==> src/rtl/host_bridge_pkg.sv <==
// host_bridge_pkg: shared state encoding and default widths for the host
// memory bridge.
package host_bridge_pkg;

    localparam int DEF_DATA_W = 16;
    localparam int DEF_ADDR_W = 16;

    typedef enum logic [2:0] {
        IDLE,
        LOAD,
        KICK,
        RUN,
        DUMP_RD,
        DUMP_CAP,
        DUMP_OUT,
        FIN
    } state_t;

    // States in which the bridge, not the core, masters the data-memory port.
    function automatic logic owns_mem(state_t s);
        return (s == LOAD) || (s == DUMP_RD) || (s == DUMP_CAP) || (s == DUMP_OUT);
    endfunction

endpackage

==> src/rtl/host_addr_gen.sv <==
// host_addr_gen: word index counter plus base offset. Both the index and the
// resulting address wrap modulo 2^ADDR_W.
module host_addr_gen #(
    parameter int ADDR_W = 16
) (
    input  logic              clk,
    input  logic              RESET,
    input  logic              clr,
    input  logic              inc,
    input  logic [ADDR_W-1:0] base,
    output logic [ADDR_W-1:0] idx,
    output logic [ADDR_W-1:0] addr
);

    // Index counter: clear wins over increment.
    always_ff @(posedge clk) begin
        if (RESET || clr) idx <= '0;
        else if (inc)     idx <= idx + ADDR_W'(1);
    end

    assign addr = base + idx;

endmodule

==> src/rtl/host_mem_bridge.sv <==
// host_mem_bridge: loads host words into data memory, kicks the core, waits
// for END, then streams the result region back to the host.
// Optional: define HOST_CHECKSUM_EN to add the dump_sum output.
module host_mem_bridge
    import host_bridge_pkg::*;
#(
    parameter int DATA_W     = DEF_DATA_W,
    parameter int ADDR_W     = DEF_ADDR_W,
    parameter int LOAD_BASE  = 0,
    parameter int LOAD_WORDS = 32,
    parameter int DUMP_BASE  = 32,
    parameter int DUMP_WORDS = 16
) (
    input  logic              clk,
    input  logic              RESET,
    input  logic              cmd_go,
    input  logic              load_valid,
    input  logic [DATA_W-1:0] load_data,
    output logic              load_ready,
    output logic              dump_valid,
    output logic [DATA_W-1:0] dump_data,
    input  logic              dump_ready,
    output logic              core_start,
    input  logic              core_end,
    output logic              mem_own,
    output logic              mem_write,
    output logic              mem_read,
    output logic [ADDR_W-1:0] mem_address,
    output logic [DATA_W-1:0] mem_wdata,
    input  logic [DATA_W-1:0] mem_rdata,
    output logic              busy,
    output logic              done
`ifdef HOST_CHECKSUM_EN
    ,
    output logic [DATA_W-1:0] dump_sum
`endif
);

    localparam logic [ADDR_W-1:0] LOAD_BASE_A = ADDR_W'(LOAD_BASE);
    localparam logic [ADDR_W-1:0] DUMP_BASE_A = ADDR_W'(DUMP_BASE);
    localparam logic [ADDR_W-1:0] LOAD_LAST   = ADDR_W'(LOAD_WORDS - 1);
    localparam logic [ADDR_W-1:0] DUMP_LAST   = ADDR_W'(DUMP_WORDS - 1);

    state_t            state, state_nxt;
    logic              idx_clr, idx_inc;
    logic [ADDR_W-1:0] idx, addr, addr_base;
    logic              done_q;
    logic [DATA_W-1:0] dump_q;

    // One shared index serves both phases; only the base changes.
    assign addr_base = (state == LOAD) ? LOAD_BASE_A : DUMP_BASE_A;

    host_addr_gen #(.ADDR_W(ADDR_W)) u_addr (
        .clk   (clk),
        .RESET (RESET),
        .clr   (idx_clr),
        .inc   (idx_inc),
        .base  (addr_base),
        .idx   (idx),
        .addr  (addr)
    );

    // State register.
    always_ff @(posedge clk) begin
        if (RESET) state <= IDLE;
        else       state <= state_nxt;
    end

    // Next state and memory/handshake strobes; the address bus is only driven
    // while a strobe is high so an idle port reads as all zeros.
    always_comb begin
        state_nxt   = state;
        idx_clr     = 1'b0;
        idx_inc     = 1'b0;
        load_ready  = 1'b0;
        mem_write   = 1'b0;
        mem_read    = 1'b0;
        mem_address = '0;
        mem_wdata   = '0;
        core_start  = 1'b0;
        case (state)
            IDLE: begin
                if (cmd_go) begin
                    state_nxt = LOAD;
                    idx_clr   = 1'b1;
                end
            end
            LOAD: begin
                load_ready = 1'b1;
                if (load_valid) begin
                    mem_write   = 1'b1;
                    mem_address = addr;
                    mem_wdata   = load_data;
                    if (idx == LOAD_LAST) begin
                        state_nxt = KICK;
                        idx_clr   = 1'b1;
                    end else begin
                        idx_inc = 1'b1;
                    end
                end
            end
            KICK: begin
                // Unconditional hop to RUN: core_end is not looked at here.
                core_start = 1'b1;
                state_nxt  = RUN;
            end
            RUN: begin
                if (core_end) state_nxt = DUMP_RD;
            end
            DUMP_RD: begin
                mem_read    = 1'b1;
                mem_address = addr;
                state_nxt   = DUMP_CAP;
            end
            DUMP_CAP: state_nxt = DUMP_OUT;
            DUMP_OUT: begin
                if (dump_ready) begin
                    if (idx == DUMP_LAST) begin
                        state_nxt = FIN;
                        idx_clr   = 1'b1;
                    end else begin
                        state_nxt = DUMP_RD;
                        idx_inc   = 1'b1;
                    end
                end
            end
            FIN:     state_nxt = IDLE;
            default: state_nxt = IDLE;
        endcase
    end

    // Completion flag and captured read word.
    always_ff @(posedge clk) begin
        if (RESET) begin
            done_q <= 1'b0;
            dump_q <= '0;
        end else begin
            if (state == IDLE && cmd_go) done_q <= 1'b0;
            else if (state_nxt == FIN)   done_q <= 1'b1;
            if (state == DUMP_CAP) dump_q <= mem_rdata;
        end
    end

    assign mem_own    = owns_mem(state);
    assign busy       = (state != IDLE) && (state != FIN);
    assign done       = done_q;
    assign dump_valid = (state == DUMP_OUT);
    assign dump_data  = dump_q;

`ifdef HOST_CHECKSUM_EN
    // Running sum of the words the host has accepted in this dump.
    always_ff @(posedge clk) begin
        if (RESET || (state == IDLE && cmd_go)) dump_sum <= '0;
        else if (state == DUMP_OUT && dump_ready) dump_sum <= dump_sum + dump_q;
    end
`endif

endmodule

==> config.mk <==
export PLATFORM = sky130hd
export DESIGN_NAME = host_mem_bridge
export DESIGN_NICKNAME = d
export VERILOG_FILES = /design/src/rtl/host_bridge_pkg.sv /design/src/rtl/host_addr_gen.sv /design/src/rtl/host_mem_bridge.sv
export SDC_FILE = /design/constraint.sdc
export NUM_CORES = 1
export LEC_CHECK = 0
export ABC_AREA = 1
export CELL_PAD_IN_SITES_DETAIL_PLACEMENT = 1
export CELL_PAD_IN_SITES_GLOBAL_PLACEMENT = 1
export CORE_UTILIZATION = 26
export CTS_CLUSTER_DIAMETER = 50
export DETAILED_ROUTE_END_ITERATION = 10
export PLACE_DENSITY = 0.89
export SLEW_MARGIN = 30
export SYNTH_ARGS = -nofsm -noshare
export SYNTH_HDL_FRONTEND = slang
export SYNTH_SLANG_ARGS = --single-unit
==> constraint.sdc <==
create_clock -name clk -period 2.35 [get_ports clk]
set_input_delay 0.47 -clock clk [delete_from_list [all_inputs] [get_ports clk]]
set_output_delay 0.47 -clock clk [all_outputs]
set_load 0.1 [all_outputs]
Yosys cells after proc, flatten, opt, wreduce, memory -nomap -nowiden
Cells that the tools add are included.

cells by class
  add/sub/neg operators = 2
  equal/unequal tests = 11
  muxes and demuxes = 28
  reductions and logical operators = 9

operators with widths
  cell                   number
  $mux 16                3
  $pmux 16 s2            1
  $pmux 3 s8             1
  $add 16x1->16 const B  1
  $add 6x16->16          1
  $eq 16x4->1 const B    1
  $eq 16x5->1 const B    1
  $eq 3x3->1 const B     5
  $mux 3                 5
  $mux 1                 14
  $eq 3x2->1 const B     2
  $mux 6                 1
  $logic_or 1x1->1       4
  $eq 3x1->1 const B     1
  $logic_not 3->1        1
  $ne 3x3->1 const B     1
  $pmux 1 s3             1
  $reduce_bool 3->1      1
  $logic_and 1x1->1      2
  $mux 2                 1
  $pmux 1 s2             1
  $reduce_or 2->1        1

storage, ports and cells
  register bits after elaboration = 36
  bits of input ports = 38
  output and inout bits = 56
  word-level logic and storage cells = 54

Longest topological paths before layout
  depth in word-level cells = 5
  mapped depth = 14
  mapped depth without buffers = 13

By module
From an unflattened synthesis, not the netlist that was laid out.

unflattened totals
  cells, all modules = 509
  area total of the unflattened synthesis = 2975.4 um^2

by module, submodules not included
  module           times used  cells each  area an instance (um^2)  sequential area each (um^2)
  host_addr_gen    1           300         1704.1                   320.3
  host_mem_bridge  1           209         1271.2                   400.4

Worst setup path after synthesis
No wires, ideal clock.

  path type = register to output
  start point = register state[2]
  end point = output mem_address[12]
  data arrival time = 4.405 ns
  required time = 1.880 ns
  path slack = -2.525 ns
  cell stages (with the launch flop) = 5
  buffers on the path = 0
  cells stage by stage = dfxtp_1 > nand2_1 > nor2_1 > nor2_1 > nor3_1

on the way
  word-level cells in the longest chain between the ends = 5
  elaborated cells on any way between the ends = 6
  classes of those cells = add/sub (1); eq/ne (2); mux (3)

ends and longest elaborated chain
  item                      RTL line                                      RTL
  start: declaration        host_mem_bridge.sv:44                         state_t state, state_nxt;
  start signal: assignment  host_mem_bridge.sv:66                         else state <= state_nxt;
  $eq 3x1->1                host_mem_bridge.sv:51, host_mem_bridge.sv:81
  $mux 6                    host_mem_bridge.sv:51                         assign addr_base = (state == LOAD) ? LOAD_BASE_A : DUMP_BASE_A;
  $add 6x16->16             host_addr_gen.sv:21                           assign addr = base + idx;
  $mux 16                   host_mem_bridge.sv:90                         if (load_valid) begin
  $pmux 16 s2 *             host_mem_bridge.sv:81                         case (state)
  end: declaration          host_mem_bridge.sv:28                         output logic [ADDR_W-1:0] mem_address,

Mark *: on every way between the ends. The rest lies on a longest branch, timed or not.

Worst setup path in the final report
  start point = register state[0]
  end point = output mem_address[9]

The elaborated chain is that of the path after synthesis.

==> results.py <==
metrics = {
    "status": {
        "result_of_the_run": "finished with violations",
        "violations_in_the_final_reports": "DRC, setup timing",
    },
    "sta": {
        "fin_crit_sh_pct": 102,
        "drv_slew": 0,
        "setup-violations-final": 6,
        "post-route-min-period_ps": 2400,
        "finClkSkew_ps": 3.82,
        "tightest_slew_ps": 722,
        "hold_violations": 0,
        "postLayoutSetupSlackWorst_ps": -51.9,
        "relSlewSlack_pct": 51.8,
        "grt_setup_unrepaired": "yes",
        "fmax_ghz": 0.416,
    },
    "clock_network": {
        "tritoncts": "yes",
        "cts_buffers": 5,
        "clock_sinks": 36,
        "clk_pin_slew_ps": 80,
        "clk_path_buf_depth": 2,
        "root_buffer": "clkbuf_8",
        "holdBufCountCts": 0,
        "cts.htree.levels": 2,
        "insertion_delay_ps": 300,
    },
    "synth": {
        "synth_cell_type_count": 25,
        "synth_async_sr_flop_share_pct": 0,
        "synthesis.area_per_instance_sq_um": 5.89,
        "synth_warn": 0,
        "synth_top_cell_area_share_pct": 30.0,
        "synth_seq_cells": 36,
        "synth_seq_area_share_pct": 30.0,
        "postSynthNetCount": 448,
        "synth_enable_flop_cells": 0,
        "synthTopCellsByArea": "dfxtp_1, nand2_1, nor2_1",
        "synth.largest_area_cell": "dfxtp_1",
        "netlist_area_sq_um": 2400,
        "postSynthCellCount": 407,
        "ys.flop_type": "dfxtp_1",
    },
    "critical_path": {
        "cp_cell_sequence": "inv_2 -> nor2_2 -> inv_2 -> nor2_8 -> inv_6 -> ha_4 -> ha_4 -> inv_6 -> nor2_4 -> xor2_2 -> nor2_4 -> buf_12",
        "crit_path_top_delay_cell": "dfxtp_2",
        "setup.worst_path.start": "state[0]$_SDFF_PP0_",
        "cp_data_required_time_ps": 1880,
        "worst_setup_start_kind": "register",
        "r2r-start": "u_addr.idx[1]$_SDFFE_PP0P_",
        "crit_fanout": 3,
        "worst_path_largest_cell_delay_ps": 340,
        "crit_type": "register to output pin",
        "critical_path.n_buffers_inverters": 5,
        "setup.worst_path.end_class": "output pin",
        "worstPathArrival_ps": 1930,
        "critical-path-top-delay-family": "buffers and inverters",
    },
    "die": {
        "design.portCount": 94,
        "num_rows": 34,
        "die_h_microns": 98.0,
        "die_area_sq_um": 9610,
        "floorplan.initialDensity_pct": 27.2,
        "core_area_sq_um": 8810,
        "fp.dieW_microns": 98.0,
    },
    "grt": {
        "grt_start_max_net_pins": 20,
        "grt_pass1_wl_microns": 15800,
        "number_of_global_route_vias_before_repair": 3179,
        "gr-total-overflow": 0,
        "gr-usage-all-layers_pct": 20.6,
        "grt_antenna_before_repair": 0,
    },
    "power": {
        "total_leakage_power_nw": 1.96,
        "power-per-cell-area_nw_per_um2": 363,
        "vdd_drop_max_mv": 0.255,
    },
    "drt": {
        "detail_route.vias_per_cell": 4.78,
        "drcViolationCount": 2,
        "ant_nets": 0,
        "routed_wire_length_per_instance_microns": 15.1,
        "initialDrtViolationCount": 84,
        "route.vias.total": 3000,
        "drt_pass1_iterations": 7,
        "routed_wirelength_microns": 9490,
    },
    "hold_path": {
        "hold_class": "register to register",
        "timing.hold.worst.start": "done$_SDFFE_PP0N_",
    },
    "cells_and_area": {
        "drive_above_1_share_pct": 29.1,
        "final_cells": 627,
        "finalInstanceArea_sq_um": 4370,
        "layout.cells.most_common_list": "nand2_1, nor2_1, inv_1",
        "layout_commonest_cell": "nand2_1",
        "antenna_cells_inserted": 0,
        "layout.nets": 559,
        "flow.area_growth_from_synthesis_pct": 82.1,
    },
    "place": {
        "globalplace.congestion": 0.831,
        "placedInstanceArea_sq_um": 4050,
        "placement.io_buffers": 93,
        "place_inst": 606,
        "dp.final_hpwl_microns": 7200,
    },
    "flow_run": {
        "max_cap_viol_count": 0,
    },
}
## metrics by stage
step	util [%]	hold WS [ps]	setup WS (ps)	setup TNS [ps]	total power [W]
final	49.6	467	-51.9	-141	0.00159
after global routing	49.6	488	-136	-650	0.00164
after CTS	49.1	468	-48.1	-159	0.00160
after detailed placement	46.0	450	-211	-2180	0.00101
after global placement	46.0	448	-194	-2440	0.000998
after floorplan	-	495	-612	-14320	0.000848
## repair_timing
action / CTS / global route
resized for setup: 21 / 4
setup endpoints to repair: 16 / 9
pin swaps: 9 / 6
setup buffers: 9 / 4
## power breakdown
part	internal, W	switching, W	leakage (nW)	total (W)
registers	0.000612	0.00000213	0.294	0.000614
clock network	0.000314	0.000257	0.0541	0.000571
logic	0.000161	0.000240	1.61	0.000401
total	0.00109	0.000499	1.96	0.00159
## per-layer routing
metal,global-route usage [%],routed length (microns)
met5,0,0
met4,7.11,120
met3,4.29,469
met2,38.5,5090
met1,22.8,3810
## cell type report
class | instances | area, sq um
sequential | 36 | 729
clock buffer | 5 | 68.8
multi-input combinational | 304 | 1730
inverter | 54 | 213
fill | 1075 | 4440
clock inverter | 3 | 42.5
timing repair buffer | 117 | 1450
tap | 108 | 135
## tightest hold or removal path: cells and delay by family, from the launching register on
family / cells / cell delay (ps)
flip-flops: 1 / 320
buffers and inverters: 1 / 50
AO/OA/AOI/OAI: 1 / 50
## logic make-up (layout without fill, tap and decap cells)
family,Yosys count,in the layout,share of synthesized area [%]
flops,36,36,30.0
compound gates,32,32,7.09
xor+xnor,13,13,4.75
simple gates,256,256,45.3
buf+inv,67,179,11.3
fa+ha+maj,3,3,1.57
## registers in the layout, indices dropped and copies added, names as in the netlist
register and cells:
done 1, dump_data 16, state 3, u_addr.idx 16
## synth_stat cells (all sizes together), types with 2 or more instances
| cell type | count |
|---|---|
| nand4 | 6 |
| nor2 | 101 |
| a211oi | 2 |
| buf | 10 |
| a21oi | 7 |
| xor2 | 13 |
| nand2 | 110 |
| dfxtp | 36 |
| nor3 | 5 |
| o22ai | 3 |
| o21ai | 19 |
| inv | 54 |
| nand3 | 33 |
| ha | 3 |
| clkbuf | 3 |
## worst paths after layout
check / to / slack [ps] / depth (start not counted)
setup / recovery: mem_address[9] / -50 / 12
hold / removal: done$_SDFFE_PP0N_ / 470 / 2
setup reg to reg: u_addr.idx[11]$_SDFFE_PP0P_ / 320 / 10
hold reg to reg: done$_SDFFE_PP0N_ / 470 / 2
No activity file was read; power rests on OpenSTA's default activity.
==> variant 1: new RTL, same settings <==
The option `HOST_CHECKSUM_EN` is turned on by a define.
--- a/src/rtl/host_mem_bridge.sv
+++ b/src/rtl/host_mem_bridge.sv
@@ -3,2 +3,4 @@
 // Optional: define HOST_CHECKSUM_EN to add the dump_sum output.
+`define HOST_CHECKSUM_EN
+
 module host_mem_bridge
Behaviour (old outputs only; new: dump_sum): unchanged (Yosys induction, for registers that start in step).
==> variant 1 against the unedited design <==
- critical endpoint is now mem_address[13]
- global-route usage decreased by 2.1 points
- power increased by 35%
- routed wire length increased by 35%
- largest power group unchanged
- worst setup slack improved by 0.051 ns
- final cell count increased by 44%
- sequential cell count increased by 16
- synthesized area increased by 55%
- fmax increased by 2.2%
- cell area increased by 36%
- the run ends with negative setup slack left
- die area increased by 54%
==> variant 1: results (changes against the unedited design) <==
| Metric | Value |
|---|---|
| Status | finished with violations |
| Failing checks | negative setup slack |
| Switch Pwr | 0.606 mW (+21%) |
| Fraction of layout cells with a size suffix above 1 | 24.8% (-4.3 points) |
| Syn Nets | 658 (+47%) |
| Dpl cell area | 5630 um^2 (+39%) |
| Worst path slowest cell | dfxtp_4 |
| GR Layer Usage met3 | 4.26% (-0.035 points) |
| DRT Pass-1 Iters | 5 (-2) |
| Invs w/o clock | 92 (+70%) |
| P_leak | 2.78 nW (+42%) |
| Non-clock buffers | 133 (+14%) |
| Total Routed Length | 12.8 mm (+35%) |
| Met1 usage | 20.7% (-2.2 points) |
| Port-buffer cells | 109 (+17%) |
| Starting DRT DRC Count | 136 (+62%) |
| Post-Synth XOR/XNOR Area | 5.18% (+0.44 points) |
| Clock share of power | 40.3% (+4.3 points) |
| Root buf cell | clkbuf_16 |
| Post-synth design cell area | 3720 um^2 (+55%) |
| Crit-path max cell delay | 0.37 ns (+0.03 ns) |
| Vias per cell | 4.69 (-2.0%) |
| DP Worst Slack | -0.197 ns (+0.0145 ns) |
| Inst Count DP | 891 (+47%) |
| Vias in the first global route | 4380 (+38%) |
| Worst Setup EP | mem_address[13] |
| Largest net degree at the start of global routing | 21 (+5.0%) |
| Register-to-Register Path Depth | 12 (+2) |
| Final hold slack | 0.474 ns (+0.00717 ns) |
| Fin nets | 782 (+40%) |
| Finished Core Util | 42.6% (-7.0 points) |
| Comb. pwr | 0.396 mW (-1%) |
| Multi-input combinational area share | 43.4% (+3.8 points) |
| Commonest cells post-synth | nand2_1, nor2_1, inv_1 |
| Setup TNS Final | -0.000758 ns (+0.140 ns) |
| Reg area | 1060 um^2 (+45%) |
| Unique masters post-synth | 35 (+40%) |
| GR Util met2 | 34.6% (-3.9 points) |
| Routability-driven placement congestion ratio | 0.892 (+7.4%) |
| Synth Instances | 601 (+48%) |
| Yosys reg bits | 52 (+44%) |
| Compound-Gate Fraction of Synth Area | 10.9% (+3.8 points) |
| Critical path arrival | 1.88 ns (-0.05 ns) |
| Worst Skew | 0.0104 ns (+0.00663 ns) |
| Comb_multi_in | 441 (+45%) |
| Setup Viol. Count Final | 1 (-5) |
| Worst r2r src | u_addr.idx[0] |
| Synth top area cells | dfxtp_1, nand2_1, nor2_1, inv_1, ha_1 |
| Sequential fraction of the synthesis area | 28.0% (-2.0 points) |
| Peak supply drop | 0.229 mV (-10%) |
| CLK BUF | 6 (+1) |
| Clock buf/inv share | 2.76% (+0.21 points) |
| CP Launch Point | state[1] |
| NonClk Buf Share | 26.2% (-7.0 points) |
| First-pass GRT wire length | 21.5 mm (+36%) |
| PnR worst setup slack | -0.000758 ns (+0.0512 ns) |
[variant 1: cell types whose count changed after synthesis, sizes merged, moves of 4 or more]
| cell | change |
|---|---|
| nand2 | +45 |
| a21oi | +30 |
| o21ai | +11 |
| xor2 | +8 |
| clkbuf | +5 |
| dfxtp | +16 |
| nor3 | +6 |
| ha | +15 |
| nor2 | -4 |
| inv | +37 |
| nand3 | +12 |
[variant 1: repair_timing]
action	in CTS	in global routing
pin swaps	9	2
endpoints found under the setup margin	16	8
gates resized for setup	12	9
buffers inserted	5	2
[variant 1: layer usage]
layer	vias to the layer above	part of all wire, %
met5	-	0
met2	91	51
met4	0	1.5
li1	2131	-
met1	2012	43
met3	14	4.6
[variant 1: worst max-delay path, delay by kind of cell, from the launching register on]
kind                     cells  cell delay [ns]
AO/OA/AOI/OAI                2             0.23
flip-flops                   1             0.37
adder cells (fa/ha/maj)      2             0.36
AND/OR/NAND/NOR              4             0.34
buffers and inverters        2             0.26
==> variant 2: new RTL, same settings <==
Made on the original files. The 8 states of `state_t` get a one-hot encoding in 8 bits.
--- a/src/rtl/host_bridge_pkg.sv
+++ b/src/rtl/host_bridge_pkg.sv
@@ -7,11 +7,11 @@
 
-    typedef enum logic [2:0] {
-        IDLE,
-        LOAD,
-        KICK,
-        RUN,
-        DUMP_RD,
-        DUMP_CAP,
-        DUMP_OUT,
-        FIN
+    typedef enum logic [7:0] {
+        IDLE     = 8'b00000001,
+        LOAD     = 8'b00000010,
+        KICK     = 8'b00000100,
+        RUN      = 8'b00001000,
+        DUMP_RD  = 8'b00010000,
+        DUMP_CAP = 8'b00100000,
+        DUMP_OUT = 8'b01000000,
+        FIN      = 8'b10000000
     } state_t;
Function: no difference found for any inputs over 10 cycles, from zero or initial values and one cycle with RESET high; not proved beyond that.
==> variant 2 against the unedited design <==
- the run ends with negative setup slack left
- critical path depth stayed put
- power is 9.6% higher
- clock power increased by 25%
- cell area up 14%
- hold slack better by 0.029 ns
- synthesized area up 9.2%
- non-clock buffer count increased by 17
- routed wire length is 32% higher
- first-iteration DRC count grew 55%
- worst setup slack got worse by 0.24 ns
- fmax down 9.1%
- sequential cell count is 5 higher
- largest power group is now the clock network
==> variant 2: results (changes against the unedited design) <==
| Metric | Value |
|---|---|
| Synth top area cells | dfxtp_1, nor2_1, nand2_1, nand3_1, inv_1 |
| P_leak | 1.88 nW (-4.2%) |
| Average size of a mapped cell | 6.58 um^2 (+12%) |
| DRT Pass-1 Iters | 4 (-3) |
| Inst Count DP | 626 (+3.3%) |
| Sequential fraction of the synthesis area | 31.3% (+1.3 points) |
| Unique masters post-synth | 33 (+32%) |
| Sw Share | 27.2% (-4.3 points) |
| Fin nets | 568 (+1.6%) |
| Routability-driven placement congestion ratio | 0.868 (+4.5%) |
| Via count | 3289 (+9.6%) |
| Register-to-Register Path Depth | 13 (+3) |
| Vias in the first global route | 3563 (+12%) |
| Setup Viol. Count Final | 22 (+16) |
| Peak supply drop | 0.310 mV (+21%) |
| Total Routed Length | 12.5 mm (+32%) |
| First-pass GRT wire length | 18.1 mm (+14%) |
| DP Worst Slack | -0.318 ns (-0.106 ns) |
| Syn Nets | 439 (-2.0%) |
| Top delay family on crit path | simple AND/OR/NAND/NOR gates |
| Critical path arrival | 2.17 ns (+0.24 ns) |
| Commonest cells post-synth | nor2_1, nand2_1, dfxtp_1 |
| Worst Skew | 0.0129 ns (+0.00912 ns) |
| Dpl cell area | 4340 um^2 (+7.1%) |
| Setup TNS Final | -3.52 ns (-3.38 ns) |
| Vias per cell | 4.98 (+4.0%) |
| Failing checks | negative setup slack |
| Starting DRT DRC Count | 130 (+55%) |
| Fraction of layout cells with a size suffix above 1 | 42.8% (+14 points) |
| Largest net degree at the start of global routing | 19 (-5.0%) |
| PnR worst setup slack | -0.292 ns (-0.240 ns) |
| GRT Total Usage | 22.9% (+2.4 points) |
| Final HPWL DP | 7.98 mm (+11%) |
| Status | finished with violations |
| Initial antenna violation count | 0 (unchanged) |
-- variant 2: changes by cell type after synthesis, sizes merged, moves of 2 or more --
| cell | unedited run | this run |
|---|---|---|
| nor2 | 101 | 105 |
| nor3b | 0 | 2 |
| a211oi | 2 | 0 |
| a21oi | 7 | 26 |
| buf | 10 | 7 |
| nand4 | 6 | 1 |
| inv | 54 | 45 |
| clkbuf | 3 | 5 |
| nand2 | 110 | 85 |
| dfxtp | 36 | 41 |
-- variant 2: cell families after synthesis --
family / count (synthesis) / share of synthesized area, %
and+or+nand+nor: 233 / 41.5
buffers and inverters: 57 / 9.75
adders and majority gates: 3 / 1.43
DFF: 41 / 31.3
xor gates and xnor gates: 13 / 4.35
AOI/OAI and AO/OA: 51 / 11.6
-- variant 2: final cells by class --
class / instances / area, um^2
fillers: 1151 / 4810
multi-input cells: 300 / 1960
repair buffers: 134 / 1690
flip-flops and latches: 41 / 835
inverters: 45 / 179
well taps: 133 / 166
clock buffers: 5 / 68.8
clock inverters: 3 / 68.8
-- variant 2: metal layers --
layer  global-route usage (%)  wire [um]  up-vias
li1                         -          -     1505
met1                     22.4       4400     1607
met2                     44.8       6970      119
met3                     3.97        453       58
met4                     13.6        704        0
met5                        0          0        -
-- variant 2: worst paths after layout --
check          startpoint         endpoint  slack (ns)
min reg2reg  dump_data[0]     dump_data[0]        0.50
max              state[4]  mem_address[13]       -0.29
max reg2reg      state[6]    u_addr.idx[6]        0.23
min          dump_data[0]     dump_data[0]        0.50
-- variant 2: power by group through the flow --
| stage | sequential (mW) | clock [mW] | combinational, mW |
|---|---|---|---|
| final | 0.702 | 0.713 | 0.322 |
| after global routing | 0.703 | 0.744 | 0.336 |
| after CTS | 0.702 | 0.718 | 0.302 |
| after detailed placement | 0.718 | 0 | 0.279 |
| after global placement | 0.718 | 0 | 0.270 |
| after floorplan | 0.717 | 0 | 0.150 |
-- variant 2: worst min-delay path, delay by kind of cell, from the launching register on --
kind          cells  cell delay, ns
flops             1            0.34
simple gates      2            0.13
-- variant 2: repair_timing --
item,in CTS,in global routing
setup endpoints to repair,21,33
buffers inserted,22,7
gates resized for setup,32,31
hold endpoints to repair,0,0
pin swaps,17,13
